## config.mk

```make
export PLATFORM = sky130hd
export DESIGN_NAME = reg_file_ctrl
export DESIGN_NICKNAME = d
export VERILOG_FILES = /design/src/rtl/reg_file_ctrl.sv
export SDC_FILE = /design/constraint.sdc
export NUM_CORES = 1
export LEC_CHECK = 0
export CORE_ASPECT_RATIO = 1.25
export CORE_MARGIN = 2
export CORE_UTILIZATION = 55
export CTS_CLUSTER_DIAMETER = 30
export DETAILED_ROUTE_END_ITERATION = 8
export PLACE_DENSITY_LB_ADDON = 0.05
export SLEW_MARGIN = 30
export SYNTH_ARGS = -nofsm -noshare
export SYNTH_HDL_FRONTEND = slang
export SYNTH_SLANG_ARGS = --single-unit
```

## constraint.sdc

```tcl
create_clock -name CLK -period 5.55 [get_ports CLK]
set_input_delay 1.11 -clock CLK [delete_from_list [all_inputs] [get_ports CLK]]
set_output_delay 1.11 -clock CLK [all_outputs]
set_load 0.005 [all_outputs]
```

## src/rtl/reg_file_ctrl.sv

```systemverilog
// reg_file_ctrl: decodes the instruction word into register-file/ALU controls, owns the PC
// and stalls PC and writeback for the data-memory busy handshake.
module reg_file_ctrl #(
    parameter int PC_W    = 32,
    parameter int PC_STEP = 4,
    parameter int STALL_W = 16
) (
    input  logic               CLK,
    input  logic               RESET,
    input  logic [31:0]        INSTRUCTION,
    input  logic               BUSYWAIT,
    input  logic               ZERO,
    output logic [PC_W-1:0]    PC,
    output logic [2:0]         READREG1,
    output logic [2:0]         READREG2,
    output logic [2:0]         WRITEREG,
    output logic               WRITEENABLE,
    output logic [7:0]         IMMEDIATE,
    output logic [2:0]         ALUOP,
    output logic               IMM_SEL,
    output logic               NEG_SEL,
    output logic               WB_SEL,
    output logic               MEM_READ,
    output logic               MEM_WRITE,
    output logic [STALL_W-1:0] STALL_CNT
);
    localparam logic [0:0] RUN  = 1'b0;
    localparam logic [0:0] WAIT = 1'b1;

    logic [0:0]         state_q, state_d;
    logic [PC_W-1:0]    pc_q, pc_d, off_ext, seq_pc;
    logic [STALL_W-1:0] stall_q, stall_d;
    logic [7:0]         op;
    logic               we_base, is_load, is_store, taken, hold;
    logic               unused_bits;

    assign op          = INSTRUCTION[31:24];
    assign READREG1    = INSTRUCTION[10:8];
    assign READREG2    = INSTRUCTION[2:0];
    assign WRITEREG    = INSTRUCTION[18:16];
    assign IMMEDIATE   = INSTRUCTION[7:0];
    assign unused_bits = ^INSTRUCTION[15:11];

    always_comb begin
        ALUOP    = 3'd0;
        IMM_SEL  = 1'b0;
        NEG_SEL  = 1'b0;
        we_base  = 1'b0;
        is_load  = 1'b0;
        is_store = 1'b0;
        case (op)
            8'd0:  begin we_base = 1'b1; IMM_SEL = 1'b1; end
            8'd1:  we_base = 1'b1;
            8'd2:  begin we_base = 1'b1; ALUOP = 3'd1; end
            8'd3:  begin we_base = 1'b1; ALUOP = 3'd1; NEG_SEL = 1'b1; end
            8'd4:  begin we_base = 1'b1; ALUOP = 3'd2; end
            8'd5:  begin we_base = 1'b1; ALUOP = 3'd3; end
            8'd7:  begin ALUOP = 3'd1; NEG_SEL = 1'b1; end
            8'd8:  begin we_base = 1'b1; is_load = 1'b1; end
            8'd9:  begin we_base = 1'b1; is_load = 1'b1; IMM_SEL = 1'b1; end
            8'd10: is_store = 1'b1;
            8'd11: begin is_store = 1'b1; IMM_SEL = 1'b1; end
            default: ;
        endcase
    end

    // writes are gated by BUSYWAIT so a load commits only on its completing edge
    assign WRITEENABLE = we_base & ~BUSYWAIT & ~RESET;
    assign WB_SEL      = is_load;
    assign MEM_READ    = is_load & ~RESET;
    assign MEM_WRITE   = is_store & ~RESET;

    assign off_ext = {{(PC_W-8){INSTRUCTION[23]}}, INSTRUCTION[23:16]};
    assign seq_pc  = pc_q + PC_W'(PC_STEP);
    assign taken   = (op == 8'd6) | ((op == 8'd7) & ZERO);
    assign hold    = BUSYWAIT & ((state_q == WAIT) | is_load | is_store);
    assign state_d = hold ? WAIT : RUN;
    assign pc_d    = hold ? pc_q : (taken ? seq_pc + (off_ext << 2) : seq_pc);
    assign stall_d = (state_q == WAIT && !(&stall_q)) ? stall_q + STALL_W'(1) : stall_q;

    always_ff @(posedge CLK) begin
        if (RESET) begin
            state_q <= RUN;
            pc_q    <= '0;
            stall_q <= '0;
        end else begin
            state_q <= state_d;
            pc_q    <= pc_d;
            stall_q <= stall_d;
        end
    end

    assign PC        = pc_q;
    assign STALL_CNT = stall_q;
endmodule

```

==> results of run 1 <==
==> state kept, by name, indices dropped and copies added (netlist names) <==
| signal | flops |
|---|---|
| PC | 30 |
| STALL_CNT | 16 |
| state_q | 1 |
==> worst max path at each step <==
| stage | to | slack [ns] | cells past startpoint |
|---|---|---|---|
| 6_report | PC[31] | 1.15 | 11 |
| 5_1_grt | PC[31] | 0.90 | 14 |
| 4_1_cts | PC[31] | 1.16 | 14 |
| 3_5_place_dp | PC[31] | 0.88 | 11 |
| 3_3_place_gp | PC[31] | 0.95 | 11 |
| 2_1_floorplan | PC[31] | 1.87 | 16 |
==> report_power, final <==
part / total, mW / internal (mW) / switching, mW
registers: 0.350 / 0.341 / 0.00815
clock network: 0.274 / 0.137 / 0.137
logic: 0.146 / 0.0676 / 0.0783
==> worst register-to-register path, delay by kind of cell, from the launching register on <==
| kind | cells | cell delay [ns] |
|---|---|---|
| simple gates | 7 | 1.74 |
| flops | 1 | 0.47 |
| compound gates | 2 | 0.59 |
| mux | 3 | 0.90 |
| fa+ha+maj | 1 | 0.31 |
| xor+xnor | 1 | 0.27 |
==> Yosys cell counts, types with 8 or more instances <==
library cell  count
nand3_1          25
xor2_1           18
ha_1             38
buf_4            21
a211oi_1         10
inv_1             9
and3_1           11
a21o_1           11
xnor2_1          39
o21ai_0          32
and2_1            8
nor2_1           59
nand2_1          65
a311oi_1          9
nor3_1           19
nand4_1          16
a21oi_1          40
dfxtp_1          47
clkbuf_1         25
==> stage by stage <==
stage,setup WS [ns],cells,hold WS (ns)
after detailed placement,0.876,729,0.511
final,1.15,737,0.516
after floorplan,1.87,604,0.483
after CTS,1.16,737,0.527
after global placement,0.946,729,0.480
after global routing,0.896,737,0.548
==> cell families (layout without fill, tap and decap cells) <==
| logic type | count (synthesis) | after routing | synth area share, % |
|---|---|---|---|
| AND/OR/NAND/NOR | 241 | 241 | 26.0 |
| other | 1 | 3 | 0.0833 |
| AO/OA/AOI/OAI | 150 | 150 | 22.2 |
| flip-flops | 47 | 47 | 20.9 |
| buffers and inverters | 59 | 97 | 6.76 |
| multiplexers | 7 | 7 | 1.70 |
| adder cells (fa/ha/maj) | 40 | 40 | 11.2 |
| XOR/XNOR | 57 | 57 | 11.1 |
==> final cells by class <==
class                      instances  area (sq um)  area share (%)
clock inverter                     3          47.5           0.901
tap                               95           119            2.25
clock buffer                       5          68.8            1.30
sequential                        47           941            17.8
multi-input combinational        498          3280            62.1
timing repair buffer              80           788            14.9
inverter                           9          33.8           0.640
==> routing by layer <==
metal	routed length, um	global-route usage [%]
met5	0	0
met4	240	10.1
met2	6080	47.7
met3	513	3.24
met1	5090	33.0
==> results.cfg, run 1 <==
[timing]
min_period_ns = 4.40
finalCritPeriodShare_pct = 79.3
rsz0062_at_grt = false
fmaxAchievable_mhz = 227
worst_slew_margin_rel_pct = 51.2
slew_violations = 0
hold_violations = 0
finClkSkew_ns = 0.00365
worst_pin_slew_ns = 0.729
finalSetupViolCount = 0
setup_tns_ns = 0

[global_routing]
grt_pass1_vias = 4408
grt_overflow = 0
antenna_found_initial = 0
gr-usage-all-layers_pct = 27.0
grt_pass1_wl_um = 20100
grt_max_degree = 54

[floorplanning]
ioPinCount = 110
die_w_um = 84.9
die-area_sq_mm = 0.00892
coreArea_sq_mm = 0.00788
rows = 36
start_util_pct = 57.1
die_h_um = 105

[cells_and_area]
final_cell_mix = clkdlybuf4s50_1 (75), nand2_1 (65), nor2_1 (59)
diodes = 0
area_growth_pct = 17.3
finalNetCount = 716
fill_cells = 723
final_area_sq_mm = 0.00528
utilization_pct = 67.0
final_common_cell = clkdlybuf4s50_1
drive_above_1_share_pct = 4.21

[drt]
dr.pass1.iters = 4
ant_nets = 0
wl_um = 11900
vias = 4517
wire_per_inst_um = 16.2
drc = 0
drtIter0Drc = 221
vias_per_cell = 6.13

[logic_synthesis]
synth-async-reset-ratio_pct = 0
synth.distinct_cells = 63
synth_area_leader_cell = dfxtp_1
postSynthAreaPerCell_sq_um = 7.47
synthesis.area_sq_mm = 0.00450
synth_warnings = 0
synth_edf_count = 0
synth_top_area_share_pct = 20.9
ys_seq_elements = 47
synthCells = 602
synth-seq-area-share_pct = 20.9
synth_top_flop_cell = dfxtp_1
synthTopCellsByArea = dfxtp_1 (21%), ha_1 (11%), xnor2_1 (7.6%)

[placement]
port_buffers = 76
gp_congestion = 0.925
placed_cell_area_sq_mm = 0.00516
dp.final_hpwl_um = 8630

[critical_path]
cp_cell_sequence = clkdlybuf4s50_1, ha_1, nand2_1, a211oi_2, a211oi_2, a311oi_1, o21ai_1, a31oi_1, mux2i_1, mux2i_1, mux2_2
worst_setup_path_end_kind = flip-flop
cp-startpoint = INSTRUCTION[23]
crit_required_ns = 5.77
r2r_end = PC[31]
setup.worst_path.class = input pin to flip-flop
r2r_cells = 14
r2r_setup_slack_ns = 1.15
cp_slowest_cell = clkdlybuf4s50_1
r2r-start = PC[4]
cp.buffers_inverters = 1
crit_path_start_kind = input pin
slowest_delay_ns = 0.68
arrival_ns = 4.61
critPathTopFamily = compound AO/OA/AOI/OAI gates
cp_max_fo = 12

[power]
p_per_area_mw_per_mm2 = 146
ir_worst_vdd_uv = 103
total_power_mw = 0.769
p_leak_nw = 2.06

[clock_network]
cts_tree = built
cts_buffers = 5
cts-root-buf = clkbuf_8
cts_buffer_depth = 2
post_cts_buffers = 0
htree_levels = 2
clk_pin_slew_worst_paths_ns = 0.10
numClockSinks = 47
clock_latency_ns = 0.32
ctsResizeCount = 0
cts_hold_buffers = 0

[outcome]
outcome = finished, final reports clean

[min_path]
min_from = STALL_CNT[4]
hp-class = flip-flop to flip-flop
hold_depth = 2
whs_endpoint = STALL_CNT[4]

[flow_run]
drv_cap = 0
(Power assumes the default switching activity.)
==> run 2, diff against run 1 <==
Settings changed: CORE_UTILIZATION 55 to 46.
Clock period 5.55 ns to 3.8 ns, I/O delays scaled along.
==> run 2 against run 1 <==
Against the previous run:
- clock power rose by 91%
- total power increased by 69%
- sequential power is 44% higher
- first-iteration DRC count increased by 3.2%
- critical path depth increased by 5
- design area up 16%
- critical endpoint is now PC[29]
- largest power group is now the clock network
==> results.cfg, run 2 (same netlist as run 1, synthesis figures left out) <==
[global_routing]
grt_pass1_wl_um = 20800
gr-usage-all-layers_pct = 24.0
grt_pass1_vias = 4419
grt_overflow = 0
grt_max_degree = 49
antenna_found_initial = 0

[placement]
port_buffers = 76
gp_congestion = 0.899
dp_slack_ns = -0.123
dp.final_hpwl_um = 9640
placed_cell_area_sq_mm = 0.00575
place_inst = 832

[cells_and_area]
finalNetCount = 791
drive_above_1_share_pct = 18.1
final_cell_mix = buf_4 (78), clkdlybuf4s50_1 (75), nand2_1 (63)
fin_cells = 843
diodes = 0
fill_cells = 891
regArea_sq_um = 943
largest_register_ffs = 30
final_area_sq_mm = 0.00610
area_growth_pct = 35.5
final_common_cell = buf_4
multi_input_area_sq_mm = 0.00343

[critical_path]
crit_path_start_kind = flip-flop
crit_required_ns = 4.00
r2r_end = PC[29]
cp_max_fo = 5
arrival_ns = 3.81
r2r_setup_slack_ns = 0.19
slowest_delay_ns = 0.34
setup.worst_path.class = flip-flop to flip-flop
cp_cell_sequence = and3_4, and2_2, and3_4, nand4_1, xnor2_2, ha_1, nand2_2, a211oi_2, a211oi_2, buf_4, a31oi_1, o31a_1, a21oi_2, nor2b_2, mux2_4, a311oi_2
worst_setup_path_end_kind = flip-flop
r2r-start = PC[6]
cp_slowest_cell = dfxtp_1
r2r_cells = 16

[timing]
fin_ws_ns = 0.189
fmaxAchievable_mhz = 277
slew_violations = 0
min_period_ns = 3.61
finalCritPeriodShare_pct = 95.0
worst_pin_slew_ns = 0.637
hold_violations = 0
finalSetupViolCount = 0
worst_slew_margin_rel_pct = 57.4
finClkSkew_ns = 0.00304

[floorplanning]
die_h_um = 115
die-area_sq_mm = 0.0106
ioPinCount = 110
rows = 40
die_w_um = 92.5
coreArea_sq_mm = 0.00956
start_util_pct = 47.1

[clock_network]
htree_levels = 2
numClockSinks = 47
cts_buffers = 5
cts-root-buf = clkbuf_16
cts_hold_buffers = 0
clock_latency_ns = 0.29
clk_pin_slew_worst_paths_ns = 0.07
cts_tree = built
cts_buffer_depth = 2

[min_path]
whs_endpoint = STALL_CNT[11]
hp-class = flip-flop to flip-flop
hold_depth = 2
min_from = STALL_CNT[11]

[outcome]
outcome = finished, final reports clean

[drt]
wl_um = 12700
wire_per_inst_um = 15.1
dr.pass1.iters = 5
drtIter0Drc = 228
drc = 0
vias = 4681
ant_nets = 0
vias_per_cell = 5.55

[power]
total_power_mw = 1.30
ir_worst_vdd_uv = 163
p_per_area_mw_per_mm2 = 214
p_leak_nw = 2.54

[flow_run]
drv_cap = 0
## run 2: changes by cell type in the layout (fill, tap and decap cells not counted), moves of 3 or more
cell and delta:
buf_4 +73, clkbuf_16 +5, clkbuf_8 -5, ha_1 -3
xnor2_1 -9, xnor2_2 +9
## run 2: layer usage
layer  share of wire [%]  global-route usage, %  vias up
met5                   0                      0        -
met4                 2.0                   8.06        0
met3                 3.3                   3.09       19
met2                  49                   40.6       93
met1                  46                   31.6     2179
li1                    -                      -     2390
## run 2: repair_timing
item                                    in CTS  in global routing
hold endpoints to repair                     0                  0
resized for setup                            0                 33
buffers inserted                             0                  3
endpoints found under the setup margin       0                  8
## run 2: report_power, final
part	internal (mW)	switching (mW)	total, mW
registers	0.499	0.00651	0.505
clock network	0.313	0.210	0.523
logic	0.140	0.135	0.275
total	0.952	0.352	1.30
## run 2: how the worst max path moves through the flow
stage / start / endpoint / cells after the start
6_report: PC[6] / PC[29] / 16
5_1_grt: PC[6] / PC[24] / 16
4_1_cts: PC[5] / PC[31] / 15
3_5_place_dp: INSTRUCTION[16] / PC[28] / 11
3_3_place_gp: INSTRUCTION[16] / PC[28] / 11
2_1_floorplan: PC[6] / PC[31] / 16
## run 2: layout make-up
class                           instances  share of cell area, %
Inverter                                9                  0.554
Tap cell                              126                   2.59
Timing Repair Buffer                  155                   22.3
Sequential cell                        47                   15.5
Clock buffer                            5                   2.05
Clock inverter                          3                  0.759
Multi-Input combinational cell        498                   56.2
## run 2: worst max-delay path: cells and delay by family, from the launching register on
kind	cells	cell delay, ns
buffers and inverters	1	0.18
AO/OA/AOI/OAI	6	1.28
adder cells (fa/ha/maj)	1	0.33
flip-flops	1	0.34
AND/OR/NAND/NOR	6	0.93
multiplexers	1	0.30
XOR/XNOR	1	0.18
## run 2: stage by stage
| stage | utilization (%) | hold slack [ns] | TNS, ns |
|---|---|---|---|
| 2_1_floorplan | - | 0.483 | 0 |
| 3_3_place_gp | 60.2 | 0.483 | -0.237 |
| 3_5_place_dp | 60.2 | 0.503 | -0.313 |
| 4_1_cts | 62.0 | 0.513 | 0 |
| 5_1_grt | 63.8 | 0.543 | -0.00880 |
| 6_report | 63.8 | 0.509 | 0 |
